$ cat src/rtl/sdram_req_sched_pkg.sv
// Shared types for the SDRAM request scheduler: command encodings, FSM states
// and the application-address to bank/row/column decode.
package sdram_sched_pkg;

    typedef enum logic [2:0] {
        CMD_NOP    = 3'd0,
        CMD_ACT    = 3'd1,
        CMD_PRE    = 3'd2,
        CMD_PREALL = 3'd3,
        CMD_RD     = 3'd4,
        CMD_WR     = 3'd5,
        CMD_REF    = 3'd6
    } cmd_e;

    typedef enum logic [3:0] {
        ST_IDLE,
        ST_PRE,
        ST_WAIT_RP,
        ST_ACT,
        ST_WAIT_RCD,
        ST_RW,
        ST_PREALL,
        ST_WAIT_RPA,
        ST_REF
    } state_e;

    typedef struct packed {
        logic [1:0]  bank;
        logic [11:0] row;
        logic [11:0] col;
    } addr_dec_t;

    // Column width is 8..11 bits; bank sits directly above it, row above the bank.
    function automatic addr_dec_t addr_decode(input logic [31:0] addr, input logic [1:0] colbits);
        addr_dec_t   d;
        logic [31:0] col_mask;
        logic [31:0] upper;
        col_mask = (32'd1 << (32'd8 + 32'(colbits))) - 32'd1;
        upper    = addr >> (32'd8 + 32'(colbits));
        d.col    = 12'(addr & col_mask);
        d.bank   = upper[1:0];
        d.row    = upper[13:2];
        return d;
    endfunction

endpackage

$ cat src/rtl/sdram_req_sched_if.sv
// Request and command handshake bundle between the application, the scheduler
// and the SDRAM command issue stage.
interface sdram_req_sched_if
    import sdram_sched_pkg::*;
#(
    parameter int APP_AW = 26
);
    logic              req_valid;
    logic              req_ready;
    logic [APP_AW-1:0] req_addr;
    logic              req_wr;
    logic              cmd_valid;
    logic              cmd_ready;
    cmd_e              cmd_type;
    logic [1:0]        cmd_bank;
    logic [11:0]       cmd_row;
    logic [11:0]       cmd_col;

    modport master (
        output req_valid, req_addr, req_wr, cmd_ready,
        input  req_ready, cmd_valid, cmd_type, cmd_bank, cmd_row, cmd_col
    );

    modport slave (
        input  req_valid, req_addr, req_wr, cmd_ready,
        output req_ready, cmd_valid, cmd_type, cmd_bank, cmd_row, cmd_col
    );
endinterface

$ cat src/rtl/sdram_req_sched_bank_tracker.sv
// Open-row table for the four SDRAM banks: which banks are open and which row
// each open bank holds, with a combinational hit lookup.
module sdram_bank_tracker (
    input  logic        clk,
    input  logic        rst_n,
    input  logic        set_en,
    input  logic [1:0]  set_bank,
    input  logic [11:0] set_row,
    input  logic        clr_en,
    input  logic [1:0]  clr_bank,
    input  logic        clr_all,
    input  logic [1:0]  look_bank,
    input  logic [11:0] look_row,
    output logic        look_open,
    output logic        look_hit,
    output logic [3:0]  bank_open,
    output logic        any_open
);
    logic [11:0] row_tbl [4];

    always_ff @(posedge clk or negedge rst_n) begin
        if (!rst_n) begin
            bank_open <= '0;
        end else if (clr_all) begin
            bank_open <= '0;
        end else begin
            if (clr_en) bank_open[clr_bank] <= 1'b0;
            if (set_en) bank_open[set_bank] <= 1'b1;
        end
    end

    // Row entries are only meaningful while the matching open flag is set.
    always_ff @(posedge clk) begin
        if (set_en) row_tbl[set_bank] <= set_row;
    end

    assign look_open = bank_open[look_bank];
    assign look_hit  = look_open && (row_tbl[look_bank] == look_row);
    assign any_open  = |bank_open;

endmodule

$ cat src/rtl/sdram_req_sched.sv
// Request scheduler: turns application reads/writes into the minimal
// PRE/ACT/RD/WR sequence, honouring tRP/tRCD/tWR, and services refresh.
module sdram_req_sched
    import sdram_sched_pkg::*;
#(
    parameter int APP_AW = 26,
    parameter int TRP    = 3,
    parameter int TRCD   = 3,
    parameter int TWR    = 2
) (
    input  logic                    sdram_clk,
    input  logic                    sdram_resetn,
    input  logic [1:0]              cfg_colbits,
    sdram_req_sched_if.slave        bus,
    input  logic                    ref_req,
    output logic                    ref_ack,
    output logic [3:0]              bank_open
);
    localparam int TMAX = (TRP > TRCD) ? TRP : TRCD;
    localparam int TW   = $clog2(TMAX + 1);
    localparam int WW   = $clog2(TWR + 1);

    state_e      state;
    cmd_e        cmd_type;
    cmd_e        rw_cmd;
    logic        cmd_valid;
    logic [1:0]  cmd_bank;
    logic [11:0] cmd_row;
    logic [11:0] cmd_col;
    logic [TW-1:0] tmr;
    logic [WW-1:0] twr;
    logic [1:0]  cfg_q;
    logic [11:0] rq_row;
    logic [11:0] rq_col;
    logic        rq_wr;
    logic [APP_AW-1:0] addr;
    addr_dec_t   dec;
    logic        cfg_chg;
    logic        cmd_fire;
    logic        req_fire;
    logic        twr_ok;
    logic        look_open;
    logic        look_hit;
    logic        any_open;

    assign addr     = bus.req_addr;
    assign dec      = addr_decode(32'(addr), cfg_colbits);
    assign cfg_chg  = (state == ST_IDLE) && (cfg_colbits != cfg_q);
    assign bus.req_ready = sdram_resetn && (state == ST_IDLE) && !ref_req && !cfg_chg;
    assign req_fire = bus.req_valid && bus.req_ready;
    assign cmd_fire = cmd_valid && bus.cmd_ready;
    assign ref_ack  = (state == ST_REF) && cmd_fire;
    assign rw_cmd   = rq_wr ? CMD_WR : CMD_RD;
    // twr reaches zero on the next edge, so a precharge may be presented then.
    assign twr_ok   = (twr <= WW'(1));

    assign bus.cmd_valid = cmd_valid;
    assign bus.cmd_type  = cmd_type;
    assign bus.cmd_bank  = cmd_bank;
    assign bus.cmd_row   = cmd_row;
    assign bus.cmd_col   = cmd_col;

    sdram_bank_tracker u_tracker (
        .clk       (sdram_clk),
        .rst_n     (sdram_resetn),
        .set_en    ((state == ST_ACT) && cmd_fire),
        .set_bank  (cmd_bank),
        .set_row   (cmd_row),
        .clr_en    ((state == ST_PRE) && cmd_fire),
        .clr_bank  (cmd_bank),
        .clr_all   ((state == ST_PREALL) && cmd_fire),
        .look_bank (dec.bank),
        .look_row  (dec.row),
        .look_open (look_open),
        .look_hit  (look_hit),
        .bank_open (bank_open),
        .any_open  (any_open)
    );

    always_ff @(posedge sdram_clk) begin
        if (req_fire) begin
            rq_row <= dec.row;
            rq_col <= dec.col;
            rq_wr  <= bus.req_wr;
        end
    end

    always_ff @(posedge sdram_clk or negedge sdram_resetn) begin
        if (!sdram_resetn) begin
            state     <= ST_IDLE;
            cmd_valid <= 1'b0;
            cmd_type  <= CMD_NOP;
            cmd_bank  <= '0;
            cmd_row   <= '0;
            cmd_col   <= '0;
            tmr       <= '0;
            twr       <= '0;
            cfg_q     <= '0;
        end else begin
            if (cmd_fire && cmd_type == CMD_WR) twr <= WW'(TWR - 1);
            else if (twr != '0)                 twr <= twr - WW'(1);

            case (state)
                ST_IDLE: begin
                    if (ref_req || cfg_chg) begin
                        if (any_open) begin
                            state     <= ST_PREALL;
                            cmd_type  <= CMD_PREALL;
                            cmd_bank  <= '0;
                            cmd_valid <= twr_ok;
                        end else begin
                            if (cfg_chg) cfg_q <= cfg_colbits;
                            if (ref_req) begin
                                state     <= ST_REF;
                                cmd_type  <= CMD_REF;
                                cmd_bank  <= '0;
                                cmd_valid <= 1'b1;
                            end
                        end
                    end else if (req_fire) begin
                        cmd_bank <= dec.bank;
                        if (look_hit) begin
                            state     <= ST_RW;
                            cmd_type  <= bus.req_wr ? CMD_WR : CMD_RD;
                            cmd_col   <= dec.col;
                            cmd_valid <= 1'b1;
                        end else if (look_open) begin
                            state     <= ST_PRE;
                            cmd_type  <= CMD_PRE;
                            cmd_valid <= twr_ok;
                        end else begin
                            state     <= ST_ACT;
                            cmd_type  <= CMD_ACT;
                            cmd_row   <= dec.row;
                            cmd_valid <= 1'b1;
                        end
                    end
                end
                ST_PRE: begin
                    if (cmd_fire) begin
                        if (TRP > 1) begin
                            state     <= ST_WAIT_RP;
                            tmr       <= TW'(TRP - 1);
                            cmd_valid <= 1'b0;
                            cmd_type  <= CMD_NOP;
                        end else begin
                            state    <= ST_ACT;
                            cmd_type <= CMD_ACT;
                            cmd_row  <= rq_row;
                        end
                    end else if (!cmd_valid) begin
                        cmd_valid <= twr_ok;
                    end
                end
                ST_WAIT_RP: begin
                    if (tmr <= TW'(1)) begin
                        state     <= ST_ACT;
                        cmd_type  <= CMD_ACT;
                        cmd_row   <= rq_row;
                        cmd_valid <= 1'b1;
                    end else begin
                        tmr <= tmr - TW'(1);
                    end
                end
                ST_ACT: begin
                    if (cmd_fire) begin
                        if (TRCD > 1) begin
                            state     <= ST_WAIT_RCD;
                            tmr       <= TW'(TRCD - 1);
                            cmd_valid <= 1'b0;
                            cmd_type  <= CMD_NOP;
                        end else begin
                            state    <= ST_RW;
                            cmd_type <= rw_cmd;
                            cmd_col  <= rq_col;
                        end
                    end
                end
                ST_WAIT_RCD: begin
                    if (tmr <= TW'(1)) begin
                        state     <= ST_RW;
                        cmd_type  <= rw_cmd;
                        cmd_col   <= rq_col;
                        cmd_valid <= 1'b1;
                    end else begin
                        tmr <= tmr - TW'(1);
                    end
                end
                ST_RW: begin
                    if (cmd_fire) begin
                        state     <= ST_IDLE;
                        cmd_valid <= 1'b0;
                        cmd_type  <= CMD_NOP;
                    end
                end
                ST_PREALL: begin
                    if (cmd_fire) begin
                        cfg_q <= cfg_colbits;
                        if (TRP > 1) begin
                            state     <= ST_WAIT_RPA;
                            tmr       <= TW'(TRP - 1);
                            cmd_valid <= 1'b0;
                            cmd_type  <= CMD_NOP;
                        end else if (ref_req) begin
                            state    <= ST_REF;
                            cmd_type <= CMD_REF;
                        end else begin
                            state     <= ST_IDLE;
                            cmd_valid <= 1'b0;
                            cmd_type  <= CMD_NOP;
                        end
                    end else if (!cmd_valid) begin
                        cmd_valid <= twr_ok;
                    end
                end
                ST_WAIT_RPA: begin
                    if (tmr <= TW'(1)) begin
                        if (ref_req) begin
                            state     <= ST_REF;
                            cmd_type  <= CMD_REF;
                            cmd_valid <= 1'b1;
                        end else begin
                            state <= ST_IDLE;
                        end
                    end else begin
                        tmr <= tmr - TW'(1);
                    end
                end
                ST_REF: begin
                    if (cmd_fire) begin
                        state     <= ST_IDLE;
                        cmd_valid <= 1'b0;
                        cmd_type  <= CMD_NOP;
                    end
                end
                default: begin
                    state     <= ST_IDLE;
                    cmd_valid <= 1'b0;
                    cmd_type  <= CMD_NOP;
                end
            endcase
        end
    end

endmodule

$ cat src/flat_wrapper.sv
// flat-port wrapper written by rule: the top's interface ports become plain ports
module sdram_req_sched_flat import sdram_sched_pkg::*;
#(
    parameter int APP_AW = 26,
    parameter int TRP    = 3,
    parameter int TRCD   = 3,
    parameter int TWR    = 2
)
  (sdram_clk, sdram_resetn, cfg_colbits, ref_req, ref_ack, bank_open, bus_req_valid, bus_req_addr, bus_req_wr, bus_cmd_ready, bus_req_ready, bus_cmd_valid, bus_cmd_type, bus_cmd_bank, bus_cmd_row, bus_cmd_col);
  sdram_req_sched_if #(.APP_AW(APP_AW)) bus_i ();
  input  logic sdram_clk;
  input  logic sdram_resetn;
  input  logic [1:0] cfg_colbits;
  input  logic ref_req;
  output logic ref_ack;
  output logic [3:0] bank_open;
  input wire logic [$bits(bus_i.req_valid)-1:0] bus_req_valid;
  input wire logic [$bits(bus_i.req_addr)-1:0] bus_req_addr;
  input wire logic [$bits(bus_i.req_wr)-1:0] bus_req_wr;
  input wire logic [$bits(bus_i.cmd_ready)-1:0] bus_cmd_ready;
  output wire logic [$bits(bus_i.req_ready)-1:0] bus_req_ready;
  output wire logic [$bits(bus_i.cmd_valid)-1:0] bus_cmd_valid;
  output wire logic [$bits(bus_i.cmd_type)-1:0] bus_cmd_type;
  output wire logic [$bits(bus_i.cmd_bank)-1:0] bus_cmd_bank;
  output wire logic [$bits(bus_i.cmd_row)-1:0] bus_cmd_row;
  output wire logic [$bits(bus_i.cmd_col)-1:0] bus_cmd_col;
  assign bus_i.req_valid = bus_req_valid;
  assign bus_i.req_addr = bus_req_addr;
  assign bus_i.req_wr = bus_req_wr;
  assign bus_i.cmd_ready = bus_cmd_ready;
  assign bus_req_ready = bus_i.req_ready;
  assign bus_cmd_valid = bus_i.cmd_valid;
  assign bus_cmd_type = bus_i.cmd_type;
  assign bus_cmd_bank = bus_i.cmd_bank;
  assign bus_cmd_row = bus_i.cmd_row;
  assign bus_cmd_col = bus_i.cmd_col;
  sdram_req_sched #(.APP_AW(APP_AW), .TRP(TRP), .TRCD(TRCD), .TWR(TWR)) u_core (.sdram_clk(sdram_clk), .sdram_resetn(sdram_resetn), .cfg_colbits(cfg_colbits), .bus(bus_i), .ref_req(ref_req), .ref_ack(ref_ack), .bank_open(bank_open));
endmodule
$ cat config.mk
export PLATFORM = sky130hd
export DESIGN_NAME = sdram_req_sched_flat
export DESIGN_NICKNAME = d
export VERILOG_FILES = /design/src/rtl/sdram_req_sched_pkg.sv /design/src/rtl/sdram_req_sched_if.sv /design/src/rtl/sdram_req_sched_bank_tracker.sv /design/src/rtl/sdram_req_sched.sv /design/src/flat_wrapper.sv
export SDC_FILE = /design/constraint.sdc
export NUM_CORES = 1
export LEC_CHECK = 0
export BUFFER_PORTS_ARGS = -buffer_cell sky130_fd_sc_hd__buf_2
export CAP_MARGIN = 20
export CORE_MARGIN = 2
export CORE_UTILIZATION = 45
export CTS_CLUSTER_DIAMETER = 50
export DETAILED_ROUTE_END_ITERATION = 12
export GPL_TIMING_DRIVEN = 0
export PLACE_DENSITY_LB_ADDON = 0.25
export SETUP_SLACK_MARGIN = 0.1
export SYNTH_ARGS = -nofsm -noshare
export SYNTH_HDL_FRONTEND = slang
export SYNTH_SLANG_ARGS = --single-unit
$ cat constraint.sdc
create_clock -name sdram_clk -period 9.15 [get_ports sdram_clk]
set_clock_uncertainty 0.1 [all_clocks]
set_input_delay 0.915 -clock sdram_clk [delete_from_list [all_inputs] [get_ports sdram_clk]]
set_output_delay 0.915 -clock sdram_clk [all_outputs]
set_load 0.03 [all_outputs]
; ---- Word-level counts from Yosys, hierarchy flattened
; Memories as Yosys holds them, arrays and structs flattened.
; Index checks and enable logic that the tools add are counted.
[word_totals]
ff_bits = 69
mem_bits_rw = 48
inputBits = 34
output_inout_bits = 36
elab_cells = 178
n_memories = 1
[memory_table]
columns = memory, depth, width, read_ports, rd_clocked_by_memory_dff, wr, line_no
row1 = u_core.u_tracker.row_tbl, 4, 12, 1, 0, 1, sdram_req_sched_bank_tracker.sv:19  ; logic [11:0] row_tbl [4];
[op_classes]
add_sub_neg = 4
n_lt_le_gt_ge = 5
eq_ne = 34
shifts = 2
muxes = 75
bitwise_logic = 4
reduce_logical = 40
[op_table]
columns = operator, count
row1 = $mux W12, 9
row2 = $mux W4, 17
row3 = $pmux W12 S2, 2
row4 = $pmux W4 S8, 1
row5 = $mux W2, 14
row6 = $ne A2 B1 Y1 const B, 14
row7 = $mux W3, 9
row8 = $shr A26 B5 Y14, 1
row9 = $mux W1, 17
row10 = $eq A4 B3 Y1 const B, 4
row11 = $pmux W3 S5, 1
row12 = $reduce_and A5 Y1, 3
row13 = $reduce_bool A2 Y1, 7
row14 = $logic_and A1 B1 Y1, 13
row15 = $and A12 B12 Y12, 1
row16 = $eq A12 B12 Y1, 1
row17 = $ne A2 B2 Y1 const B, 6
row18 = $shl A1 B5 Y12 const A, 1
row19 = $sub A12 B1 Y12 const B, 1
row20 = $reduce_and A9 Y1, 1
row21 = $reduce_or A3 Y1, 3
row22 = $eq A4 B2 Y1 const B, 2
row23 = $pmux W2 S2, 2
row24 = $lt A2 B3 Y1 const B, 2
row25 = 25 further kinds, 32

; ---- Depth between registers and ports, before layout
[logic_depth]
word_depth = 11
depth_mapped = 13
depth_no_buf = 10

; ---- Hierarchy
; From an unflattened synthesis, not the netlist that was laid out.
[unflattened]
cells_unflattened = 434
hier_area_um2 = 5720.5
[by_module_without_submodules]
columns = mod, n_inst, cells_each, area_per_inst_um2, seq_area_each_um2
row1 = sdram_req_sched, 1, 326, 3577.2, 1751.7
row2 = sdram_bank_tracker, 1, 108, 2143.3, 1541.5

; ---- Worst setup path before layout
; No wires, ideal clock.
[synth_timing]
path_kind = input to register
start = input bus_req_addr[11]
end = register u_core.cmd_col[8] (netlist: u_core.bus.cmd_col[8])
setup_time_ns = 0.136
arrival_ns = 3.140
t_required_ns = 8.914
path_slack_ns = 5.774
path_stages = 11
n_path_buf = 3
path_cell_list = buf_2 nor2b_1 mux4_2 a222oi_1 a21oi_1 nor4b_1 and4_1 buf_4 and4_4 buf_12 a211oi_2
[synth_via]
elab_chain_cells = 6
[synth_lines]
columns = element, line_no
row1 = start: declaration, flat_wrapper.sv:18  ; input wire logic [$bits(bus_i.req_addr)-1:0] bus_req_addr;
row2 = $shr A26 B5 Y14 *, sdram_req_sched_pkg.sv:39  ; upper = addr >> (32'd8 + 32'(colbits));
row3 = $mem_v2 Z4 W12 / $bmux W1 S2 (equally long branches), --
row4 = $eq A12 B12 Y1 / $mux W1 (equally long branches), "sdram_req_sched_bank_tracker.sv:38, sdram_req_sched_bank_tracker.sv:37"
row5 = $logic_and A1 B1 Y1 *, sdram_req_sched_bank_tracker.sv:38  ; assign look_hit = look_open && (row_tbl[look_bank] == look_row);
row6 = $ne A2 B1 Y1 (no source line) *, --
row7 = $reduce_and A5 Y1 (no source line) *, --
row8 = end signal: assignment, sdram_req_sched.sv:125  ; cmd_col <= dec.col;
row9 = end signal: assignment, sdram_req_sched.sv:175  ; cmd_col <= rq_col;
row10 = end signal: assignment, sdram_req_sched.sv:183  ; cmd_col <= rq_col;
row11 = end: declaration, sdram_req_sched.sv:29  ; logic [11:0] cmd_col;
; Mark *: on every way between the ends. The rest lies on a longest branch, timed or not. The select of a mux whose other input is x is not followed.
; A chain may end at the register's enable or synchronous reset.

; ---- Worst setup path after layout
[layout_timing]
start = input bus_req_addr[10]
end = register u_core.cmd_col[8] (netlist: u_core.bus.cmd_col[8])
; Same word-level chain as after synthesis.

==> metrics.yaml <==
timing:
  fmax_ghz: 0.267
  final.setup.tns_ns: 0
  fin_crit_ns: 3.74
  relSlewSlack: 0.428
  tightest_slew_ns: 0.850
  slew_viol_final: 0
  hold_viol: 0
  post-route-period-util: 0.409
  timing.hold.ws_ns: 0.409
  rsz0062_at_grt: "false"
  setup_viol: 0
finish:
  seqCellArea_um2: 3290
  drive_above_1_share: 0.231
  fillers: 1136
  areaGrowthSynthToFinish_pct: 19.8
  instances_no_fill: 826
  multi_input_comb_area_um2: 2520
  diodes: 0
  nets: 674
  stdcell_area_um2: 7260
  final_common_cell: "buf_2"
  mostFrequentLayoutCells: "buf_2 (74), edfxtp_1 (73), a21oi_1 (58)"
worst_setup_path:
  endpoint_kind: "flop"
  cp.arrival_ns: 3.92
  crit-reg2reg-launch: "u_core.state[3]"
  reg2reg_to: "u_core.bus.cmd_col[1]"
  path_class: "in -> reg"
  reg2reg_slack_ns: 5.57
  cp_max_fo: 10
  startpoint_type: "input port"
  crit_required_ns: 9.32
  r2r_cells: 11
drt:
  via_per_inst: 5.78
  wl_per_cell_um: 18.7
  first_pass_iters: 7
  drt_wl_total_um: 15500
  drtIter0Drc: 609
  ant_nets: 0
  drcViolationCount: 0
  vias: 4777
die:
  core_area_um2: 13200
  top_level_ports: 70
  die_h_um: 120
  rows: 42
  dieArea_um2: 14400
  die_w_um: 120
  start_util: 0.460
power:
  swShare: 0.370
  netSwitchingPower_mw: 0.791
  power_frac_seq: 0.363
  clkPwrFrac: 0.287
  p_comb_frac: 0.350
  p_int_mw: 1.35
  ir_drop_v: 0.000141
  power.density_nw_per_um2: 295
  p_leak_nw: 2.95
synth:
  ys_seq_area_frac: 0.543
  yosysWarnings: 0
  synthDistinctLibCells: 59
  synth_ff_type: "edfxtp_1"
  synth_edf_count: 73
  avgSynthCellArea_um2: 11.1
  async_flop_share: 0.376
  syn_inst: 544
  ys_seq_elements: 117
  syn-num-nets: 581
  syn-cell-area_um2: 6060
clocking:
  ctsResizeCount: 0
  numCtsBuffers: 17
  cts.path.max_buffers: 2
  cts_tree: "yes"
  cts_max_level: 4
  clkSinkCount: 117
  cts_hold_buffers: 0
  cts-root-buf: "clkbuf_16"
  postCtsSetupBuffers: 0
  clk_pin_slew_ns: 0.05
  clk_latency_ns: 0.41
placed_design:
  numPortBuffers: 67
  gp_congestion: 0.873
  hpwl_um: 11000
  dp.cells: 794
  placed_cell_area_um2: 6720
global_route:
  grt_pass1_vias: 4629
  grt_pass1_wl_um: 24700
  antenna_found_initial: 0
  grt.total_usage: 0.224
  grt_overflow_total: 0
  grt_max_degree: 27
outcome:
  status: "finished clean"
run:
  maxCapViolCount: 0
worst_hold_path:
  hold_path.class: "in -> async"
-- worst max-delay path: stages --
cell,delay (ns)
buf_2,0.11
buf_2,0.18
nor2b_1,0.14
mux4_2,0.60
a222oi_1,0.41
a21oi_1,0.13
nor4_1,0.44
and4_1,0.33
buf_4,0.18
and4_4,0.26
buf_12,0.15
a211oi_2,0.07
-- registers in the layout, indices dropped and copies added, names as in the netlist, 3 cells and up --
register and count:
u_core.rq_col 12, u_core.u_tracker.bank_open 4, u_core.bus.cmd_row 12, u_core.state 4
u_core.bus.cmd_type 3, u_core.u_tracker.row_tbl 48, u_core.bus.cmd_col 12, u_core.rq_row 12
-- metrics by stage --
stage / worst slack, ns / util / total power [mW]
6_report: 5.41 / 0.551 / 2.14
4_1_cts: 5.48 / 0.551 / 2.14
3_5_place_dp: 5.06 / 0.509 / 1.53
3_3_place_gp: 4.88 / 0.502 / 1.50
2_1_floorplan: 5.77 / - / 1.30
5_1_grt: 5.23 / 0.551 / 2.26
-- layout make-up --
| type | instances | area share |
|---|---|---|
| flip-flops and latches | 117 | 0.453 |
| multi-input cells | 376 | 0.348 |
| clock buffers | 27 | 0.0679 |
| repair buffers | 74 | 0.0591 |
| well taps | 176 | 0.0303 |
| plain buffers | 30 | 0.0234 |
| inverters | 21 | 0.0109 |
| clock inverters | 5 | 0.00724 |
-- synthesized netlist by cell type (all sizes together), types with 2 or more instances --
library cell	n	share of area
edfxtp	73	0.36
nor2	53	0.033
and2	2	0.0021
xor2	5	0.0072
mux4	9	0.033
a22oi	2	0.0025
nand2b	27	0.028
and4	2	0.0033
clkbuf	17	0.011
nand2	37	0.023
and3	8	0.0083
nor4	8	0.010
nor2b	14	0.014
a21o	2	0.0025
nand3b	2	0.0025
ha	3	0.0062
and3b	2	0.0029
or3	2	0.0021
nand3	6	0.0050
mux2i	24	0.040
a21oi	58	0.048
o211a	3	0.0050
o21a	5	0.0062
nor3	9	0.0074
mux2	9	0.017
o21ai	24	0.020
buf	13	0.018
dfrtp	44	0.18
nor4b	2	0.0029
or2	5	0.0052
a21boi	2	0.0025
a31oi	3	0.0031
o22ai	6	0.0072
inv	21	0.013
a211oi	19	0.031
a222oi	8	0.013
nand4	2	0.0021
-- worst max path at each step --
stage | start | to | depth (start not counted) | slack (ns)
after global routing | u_core.state[3] | u_core.bus.cmd_col[1] | 11 | 5.23
after floorplan | bus_req_addr[11] | u_core.bus.cmd_col[8] | 11 | 5.77
after CTS | bus_req_addr[11] | u_core.bus.cmd_col[8] | 12 | 5.48
after detailed placement | bus_req_addr[10] | u_core.bus.cmd_col[8] | 12 | 5.06
after global placement | cfg_colbits[1] | u_core.bus.cmd_col[1] | 11 | 4.88
final | bus_req_addr[10] | u_core.bus.cmd_col[8] | 12 | 5.41
-- logic make-up (layout without fill, tap and decap cells) --
family / Yosys count / in the layout / share of synthesized area
AOI/OAI and AO/OA: 140 / 140 / 0.154
xor gates and xnor gates: 6 / 6 / 0.00867
adders and majority gates: 3 / 3 / 0.00619
buffers and inverters: 51 / 157 / 0.0411
DFF: 117 / 117 / 0.543
muxes: 42 / 42 / 0.0898
other: 1 / 1 / 0.000619
and+or+nand+nor: 184 / 184 / 0.156
-- per-layer routing --
| metal | wire, um | vias to the layer above | share of wire | track usage |
|---|---|---|---|---|
| li1 | - | 2210 | - | - |
| met5 | 0 | - | 0 | 0 |
| met2 | 7250 | 159 | 0.47 | 0.337 |
| met1 | 7020 | 2386 | 0.45 | 0.316 |
| met4 | 296 | 0 | 0.019 | 0.0824 |
| met3 | 912 | 22 | 0.059 | 0.0532 |
-- power groups by stage --
stage          Combinational (mW)  Clock, mW  Sequential, mW
6_report                    0.750      0.614           0.776
5_1_grt                     0.822      0.646           0.793
4_1_cts                     0.746      0.620           0.776
3_5_place_dp                0.742          0           0.783
3_3_place_gp                0.719          0           0.777
2_1_floorplan               0.417          0           0.885
(Power assumes the default switching activity.)
